File: config.mk
export PLATFORM = sky130hd
export DESIGN_NAME = keypad_scanner
export DESIGN_NICKNAME = d
export VERILOG_FILES = /design/src/rtl/keypad_scanner.sv
export SDC_FILE = /design/constraint.sdc
export NUM_CORES = 1
export LEC_CHECK = 0
export ABC_AREA = 1
export ABC_CLOCK_PERIOD_IN_PS = 13000
export BUFFER_PORTS_ARGS = -buffer_cell sky130_fd_sc_hd__buf_2
export CAP_MARGIN = 10
export CORE_UTILIZATION = 40
export DETAILED_ROUTE_END_ITERATION = 7
export HOLD_SLACK_MARGIN = 0.15
export MAX_ROUTING_LAYER = met4
export SLEW_MARGIN = 40
export SYNTH_ARGS = -nofsm -noshare
export SYNTH_HDL_FRONTEND = slang
export SYNTH_SLANG_ARGS = --single-unit
File: constraint.sdc
create_clock -name clk -period 13 [get_ports clk]
set_input_delay 0.65 -clock clk [delete_from_list [all_inputs] [get_ports clk]]
set_output_delay 0.65 -clock clk [all_outputs]
set_load 0.01 [all_outputs]
File: src/rtl/keypad_scanner.sv
// keypad_scanner
//   Scans a 4x4 active-low matrix keypad one column at a time. It reads the
//   row lines back through a two-flop synchronizer and debounces whole scans
//   before it accepts a key. For each accepted press it delivers one
//   key_valid pulse together with the hex code of the key.
//
//   Ports:
//     clk        system clock
//     rst        synchronous reset, active-high
//     row[3:0]   keypad rows, active-low, asynchronous to clk
//     col[3:0]   column strobes, active-low one-hot
//     key_code   code of the last accepted key, held after release
//     key_valid  one-cycle pulse when a key is accepted
//     key_held   high while the accepted key is down
//
//   Optional feature macro: KEYPAD_REPEAT_EN
//     When defined, holding a key re-pulses key_valid every REPEAT_SCANS
//     full scans. When undefined, each press produces exactly one pulse and
//     the REPEAT_SCANS parameter does not exist.
module keypad_scanner #(
  parameter int SCAN_DIV       = 4,
  parameter int DEBOUNCE_SCANS = 3
`ifdef KEYPAD_REPEAT_EN
  , parameter int REPEAT_SCANS = 32
`endif
) (
  input  logic       clk,
  input  logic       rst,
  input  logic [3:0] row,
  output logic [3:0] col,
  output logic [3:0] key_code,
  output logic       key_valid,
  output logic       key_held
);

  localparam int DW = $clog2(SCAN_DIV);
  localparam int CW = $clog2(DEBOUNCE_SCANS + 1);
  localparam logic [DW-1:0] DWELL_LAST = DW'(SCAN_DIV - 1);
  localparam logic [CW-1:0] DBC_LAST   = CW'(DEBOUNCE_SCANS - 1);

  localparam logic [1:0] IDLE     = 2'd0;
  localparam logic [1:0] DEBOUNCE = 2'd1;
  localparam logic [1:0] PRESSED  = 2'd2;
  localparam logic [1:0] RELEASE  = 2'd3;

  logic [3:0]    rowMeta_q, rowSync_q;
  logic [DW-1:0] dwell_q, dwell_d;
  logic [1:0]    colIdx_q, colIdx_d;
  logic [15:0]   acc_q, acc_d;
  logic [1:0]    state_q, state_d;
  logic [3:0]    cand_q, cand_d;
  logic [CW-1:0] dbc_q, dbc_d;
  logic [3:0]    code_q, code_d;
  logic          held_q, held_d;
  logic          valid_q, validPulse;

`ifdef KEYPAD_REPEAT_EN
  localparam int RW = $clog2(REPEAT_SCANS + 1);
  localparam logic [RW-1:0] REP_LAST = RW'(REPEAT_SCANS - 1);
  logic [RW-1:0] rep_q, rep_d;
`endif

  logic        sampleEn, scanEnd;
  logic [15:0] colHits, scanAll;
  logic [4:0]  hitCount;
  logic [3:0]  hitIdx;
  logic [3:0]  hitCode;
  logic        isNone, isSingle;

  // Key code for sample bit index {row, col}.
  function automatic logic [3:0] codeMap(input logic [3:0] idx);
    case (idx)
      4'd0:    codeMap = 4'h1;
      4'd1:    codeMap = 4'h2;
      4'd2:    codeMap = 4'h3;
      4'd3:    codeMap = 4'hA;
      4'd4:    codeMap = 4'h4;
      4'd5:    codeMap = 4'h5;
      4'd6:    codeMap = 4'h6;
      4'd7:    codeMap = 4'hB;
      4'd8:    codeMap = 4'h7;
      4'd9:    codeMap = 4'h8;
      4'd10:   codeMap = 4'h9;
      4'd11:   codeMap = 4'hC;
      4'd12:   codeMap = 4'hE;
      4'd13:   codeMap = 4'h0;
      4'd14:   codeMap = 4'hF;
      default: codeMap = 4'hD;
    endcase
  endfunction

  // Rows are asynchronous, so they pass through two flops before any use.
  // A released keypad reads all-ones, which is the reset value.
  always_ff @(posedge clk) begin
    if (rst) begin
      rowMeta_q <= 4'hF;
      rowSync_q <= 4'hF;
    end else begin
      rowMeta_q <= row;
      rowSync_q <= rowMeta_q;
    end
  end

  // The last dwell cycle of each column is also its sample cycle. Sampling
  // there leaves the synchronizer time to settle after the column changed.
  assign sampleEn = (dwell_q == DWELL_LAST);
  assign scanEnd  = sampleEn && (colIdx_q == 2'd3);
  assign col      = ~(4'b0001 << colIdx_q);

  always_comb begin
    dwell_d  = dwell_q + DW'(1);
    colIdx_d = colIdx_q;
    if (sampleEn) begin
      dwell_d  = '0;
      colIdx_d = colIdx_q + 2'd1;
    end
  end

  // Merge the current column's pressed rows into the scan image.
  // scanAll is the complete 16-key picture at scan-end.
  always_comb begin
    logic [3:0] bitIdx;
    colHits = '0;
    bitIdx  = '0;
    for (int r = 0; r < 4; r++) begin
      bitIdx          = {2'(r), colIdx_q};
      colHits[bitIdx] = ~rowSync_q[2'(r)];
    end
    scanAll = acc_q | colHits;
    acc_d   = acc_q;
    if (scanEnd) begin
      acc_d = '0;
    end else if (sampleEn) begin
      acc_d = scanAll;
    end
  end

  // Classify the finished scan as none, single key or multiple keys.
  always_comb begin
    logic [3:0] idx;
    hitCount = '0;
    hitIdx   = '0;
    idx      = '0;
    for (int i = 0; i < 16; i++) begin
      idx = 4'(i);
      if (scanAll[idx]) begin
        hitCount = hitCount + 5'd1;
        hitIdx   = idx;
      end
    end
    isNone   = (hitCount == 5'd0);
    isSingle = (hitCount == 5'd1);
    hitCode  = codeMap(hitIdx);
  end

  // The debounce FSM moves only at scan-end. Both press and release need
  // DEBOUNCE_SCANS matching scans. Once a key is accepted, other keys are
  // ignored until the keypad reads fully released.
  always_comb begin
    state_d    = state_q;
    cand_d     = cand_q;
    dbc_d      = dbc_q;
    code_d     = code_q;
    held_d     = held_q;
    validPulse = 1'b0;
`ifdef KEYPAD_REPEAT_EN
    rep_d      = rep_q;
`endif
    if (scanEnd) begin
      case (state_q)
        IDLE: begin
          if (isSingle) begin
            cand_d  = hitCode;
            dbc_d   = CW'(1);
            state_d = DEBOUNCE;
          end
        end
        DEBOUNCE: begin
          if (isSingle && (hitCode == cand_q)) begin
            if (dbc_q == DBC_LAST) begin
              state_d    = PRESSED;
              code_d     = cand_q;
              held_d     = 1'b1;
              validPulse = 1'b1;
              dbc_d      = '0;
`ifdef KEYPAD_REPEAT_EN
              rep_d      = '0;
`endif
            end else begin
              dbc_d = dbc_q + CW'(1);
            end
          end else if (isSingle) begin
            cand_d = hitCode;
            dbc_d  = CW'(1);
          end else begin
            state_d = IDLE;
            dbc_d   = '0;
          end
        end
        PRESSED: begin
          if (isNone) begin
            dbc_d   = CW'(1);
            state_d = RELEASE;
`ifdef KEYPAD_REPEAT_EN
            rep_d   = '0;
`endif
          end else begin
`ifdef KEYPAD_REPEAT_EN
            if (rep_q == REP_LAST) begin
              rep_d      = '0;
              validPulse = 1'b1;
            end else begin
              rep_d = rep_q + RW'(1);
            end
`endif
          end
        end
        RELEASE: begin
`ifdef KEYPAD_REPEAT_EN
          rep_d = '0;
`endif
          if (isNone) begin
            if (dbc_q == DBC_LAST) begin
              state_d = IDLE;
              held_d  = 1'b0;
              dbc_d   = '0;
            end else begin
              dbc_d = dbc_q + CW'(1);
            end
          end else begin
            state_d = PRESSED;
            dbc_d   = '0;
          end
        end
        default: state_d = IDLE;
      endcase
    end
  end

  always_ff @(posedge clk) begin
    if (rst) begin
      dwell_q  <= '0;
      colIdx_q <= '0;
      acc_q    <= '0;
      state_q  <= IDLE;
      cand_q   <= '0;
      dbc_q    <= '0;
      code_q   <= '0;
      held_q   <= 1'b0;
      valid_q  <= 1'b0;
`ifdef KEYPAD_REPEAT_EN
      rep_q    <= '0;
`endif
    end else begin
      dwell_q  <= dwell_d;
      colIdx_q <= colIdx_d;
      acc_q    <= acc_d;
      state_q  <= state_d;
      cand_q   <= cand_d;
      dbc_q    <= dbc_d;
      code_q   <= code_d;
      held_q   <= held_d;
      valid_q  <= validPulse;
`ifdef KEYPAD_REPEAT_EN
      rep_q    <= rep_d;
`endif
    end
  end

  assign key_code  = code_q;
  assign key_valid = valid_q;
  assign key_held  = held_q;

endmodule

==> qor.csv <==
stage;metric;value;unit
timing;final count of hold timing violations;0;
pwr;Worst VDD drop;66.7;µV
global_routing;vias in the first global route;1664;
pwr;net load switching power;56.0;µW
pwr;Seq pwr share;0.471;
clocking;Clock transition at path regs;70;ps
worst_setup_path;Slowest-stage cell, CP;dfxtp_1;
worst_setup_path;crit path kind;reg -> reg;
final_layout;ANT cells;0;
synthesis;Seq/Total Area, Yosys;0.286;
synthesis;Synth Area in XOR/XNOR;0.0167;
clocking;CTS tree;done;
timing;clock skew;6.51;ps
run_status;status;complete, no violations;
timing;Setup TNS;0;ps
die;I/O Pins;16;
pwr;Pleak;0.00119;µW
worst_setup_path;CP max stage delay;330;ps
clocking;cts repair resizes;0;
final_layout;layout cell share with drive strength beyond 1;0.175;
global_routing;largest net degree at the start of global routing;14;
synthesis;compound-gate portion of the synthesized area;0.113;
place;Placement Setup Slack;7670;ps
synthesis;Simple-Gate Fraction of Synth Area;0.389;
drt;Via-to-Cell Ratio;4.72;
timing;fin crit period;5350;ps
die;die area;5550;µm²
timing;Final period util;0.411;
clocking;H-tree depth;2;
timing;max-slew violation total from the final report;0;
global_routing;gr usage total;0.177;
synthesis;Synth Area in Adders;0.0953;
drt;Routed Wire Length;4070;µm
pwr;internal power;145;µW
place;Area after DPL;2240;µm²
synthesis;Seq cells post-synth;30;
final_layout;Area Overhead vs Synth;11.4;%
clocking;clock sinks;30;
worst_setup_path;cells on worst reg2reg path;32;
drt;DRC violations left;0;
drt;drt initial violations;55;
worst_setup_path;CP max FO;7;
synthesis;Post-Syn Area;2100;µm²
worst_setup_path;cell mode on critical path;ha_1;
synthesis;Cells after Synth;318;
place;post-DP HPWL;3220;µm
drt;Wirelength per Cell;10.0;µm
global_routing;initial antenna violation count;0;
place;gp weighted congestion;0.841;
final_layout;fin area;2340;µm²
pwr;Logic pwr share;0.130;
timing;Highest Clock Rate;187;MHz
synthesis;mean cell area of the mapped netlist;6.61;µm²
die;Die Y;74.5;µm
global_routing;first-pass GRT wire length;7310;µm
drt;first-pass iteration count of the detailed router;4;
timing;RSZ-0062 raised after global routing;no;
worst_setup_path;Startpoint Class;flop;
clocking;CTS Buffer Depth;2;
synthesis;distinct cell type count after synthesis;31;
pwr;Clock power frac;0.399;
final_layout;nets;358;
die;Core Region;5070;µm²
worst_hold_path;hold depth;1;
global_routing;GR Overflow Total;0;
worst_setup_path;Critical Path AT;5530;ps
clocking;# hold bufs at CTS;0;
timing;Slew Limit Headroom;0.671;
die;Initial Utilization;0.414;
flow_run;max cap viols;0;
die;Rows;26;
timing;Slew @ Worst Pin;493;ps
place;IO buf count;13;
drt;vias;1922;
synthesis;synth warn;0;
worst_hold_path;Hold/Removal Path Class;reg -> reg;
clocking;Worst-Skew Late Latency;290;ps
clocking;Root Buffer;clkbuf_8;
clocking;CTS Buf Count;5;
worst_setup_path;Worst Setup End Kind;flop;
pwr;switch share;0.278;
worst_setup_path;Worst EP required;13180;ps
die;Die W;74.5;µm
timing;Final WS setup;7650;ps
clocking;Post-CTS Setup Inserts;0;
timing;final setup fails;0;
pwr;cell area power density;86.0;nW/µm²
synthesis;largest family of logic cells by synthesized area;simple AND/OR/NAND/NOR gates;
drt;Routed Antenna Nets;0;
synthesis;post-synthesis mux area share;0;
synthesis;Post-Syn Nets;340;
[cells in the mapped netlist]
library cell / count / area share
nand2_1: 66 / 0.12
xor2_1: 4 / 0.017
a211oi_1: 3 / 0.011
nor3b_1: 1 / 0.0036
ha_1: 16 / 0.095
clkbuf_1: 1 / 0.0018
a21oi_2: 4 / 0.017
dfxtp_1: 30 / 0.29
nand2_4: 1 / 0.0054
inv_1: 45 / 0.080
clkinv_1: 3 / 0.0054
a21oi_1: 15 / 0.036
o21ai_1: 5 / 0.012
and2_1: 1 / 0.0030
inv_2: 6 / 0.011
or2_1: 2 / 0.0060
nand3b_1: 2 / 0.0071
nand3_1: 27 / 0.064
nand4_1: 4 / 0.012
nand2_2: 10 / 0.030
nor2_1: 32 / 0.057
o21ai_0: 11 / 0.026
buf_2: 1 / 0.0024
o21ai_2: 2 / 0.0083
nand3_2: 5 / 0.024
nor2_2: 4 / 0.012
nor2_4: 2 / 0.011
nor4_1: 1 / 0.0030
or2_2: 4 / 0.012
nor3_1: 9 / 0.021
a31oi_1: 1 / 0.0030
[path summary, 6_finish.rpt]
check                                     to  slack, ps         start
worst max-delay path             key_code[0]       7650   colIdx_q[0]
worst min-delay path            rowSync_q[0]        410  rowMeta_q[0]
worst max register to register   key_code[0]       7650   colIdx_q[0]
worst min register to register  rowSync_q[0]        410  rowMeta_q[0]
[critical path: cells and delay by family, from the launching register on]
kind / cells / cell delay (ps)
adders and majority gates: 8 / 2120
buffers and inverters: 5 / 370
DFF: 1 / 330
and+or+nand+nor: 17 / 1900
AOI/OAI and AO/OA: 2 / 500
[per-layer routing]
metal  global-route usage  up-vias  wire length, µm
li1                     -     1052                -
met1                0.236      841             2150
met2                0.260       20             1740
met3               0.0407        9              106
met4               0.0629        0               80
met5                    -        -                0
[through the flow]
step / utilization / hold WS (ps) / power (µW) / std cells
2_1_floorplan: - / 389 / 118 / 318
3_3_place_gp: 0.442 / 394 / 123 / 399
3_5_place_dp: 0.442 / 393 / 123 / 399
4_1_cts: 0.461 / 410 / 205 / 407
5_1_grt: 0.461 / 429 / 213 / 407
6_report: 0.461 / 409 / 201 / 407
[power by group through the flow]
stage / sequential [µW] / combinational, µW / clock, µW
global placement: 96.8 / 26.1 / 0
floorplan: 96.6 / 21.0 / 0
CTS: 94.7 / 26.6 / 83.4
finish: 94.7 / 26.3 / 80.3
global route: 94.9 / 30.7 / 87.3
detailed placement: 96.8 / 26.5 / 0
[placed cells by master (no fill, tap or decap), types with 2 or more instances in the layout]
| cell type | Yosys | final |
|---|---|---|
| nor2_4 | 2 | 2 |
| inv_1 | 45 | 45 |
| or2_1 | 2 | 2 |
| clkinv_1 | 3 | 3 |
| nor2_1 | 32 | 32 |
| nand4_1 | 4 | 4 |
| a21oi_1 | 15 | 15 |
| o21ai_1 | 5 | 5 |
| a21oi_2 | 4 | 4 |
| nand3_2 | 5 | 5 |
| xor2_1 | 4 | 4 |
| nand3_1 | 27 | 27 |
| ha_1 | 16 | 16 |
| o21ai_2 | 2 | 2 |
| nor3_1 | 9 | 9 |
| dfxtp_1 | 30 | 30 |
| or2_2 | 4 | 4 |
| clkbuf_8 | 0 | 6 |
| nand3b_1 | 2 | 2 |
| inv_2 | 6 | 6 |
| nor2_2 | 4 | 4 |
| buf_2 | 1 | 13 |
| nand2_1 | 66 | 66 |
| a211oi_1 | 3 | 3 |
| o21ai_0 | 11 | 11 |
| nand2_2 | 10 | 10 |
[sequential cells by signal, indices dropped and copies added, names as in the netlist]
signal and flops:
key_valid 1, key_code 4, rowMeta_q 2, dwell_q 2
state_q 2, acc_q 8, cand_q 4, dbc_q 2
colIdx_q 2, key_held 1, rowSync_q 2
[cell type report]
type	instances	area [µm²]
clock buffer	6	82.6
clock inverter	2	12.5
fill	543	2740
inverter	54	203
multi-input combinational	232	1290
sequential	30	601
tap	70	87.6
timing repair buffer	13	65.1
[cell families after synthesis]
kind of cell               Yosys count
DFF                                 30
buffers and inverters               56
AOI/OAI and AO/OA                   41
adders and majority gates           16
and+or+nand+nor                    171
xor gates and xnor gates             4
(Power assumes the default switching activity.)
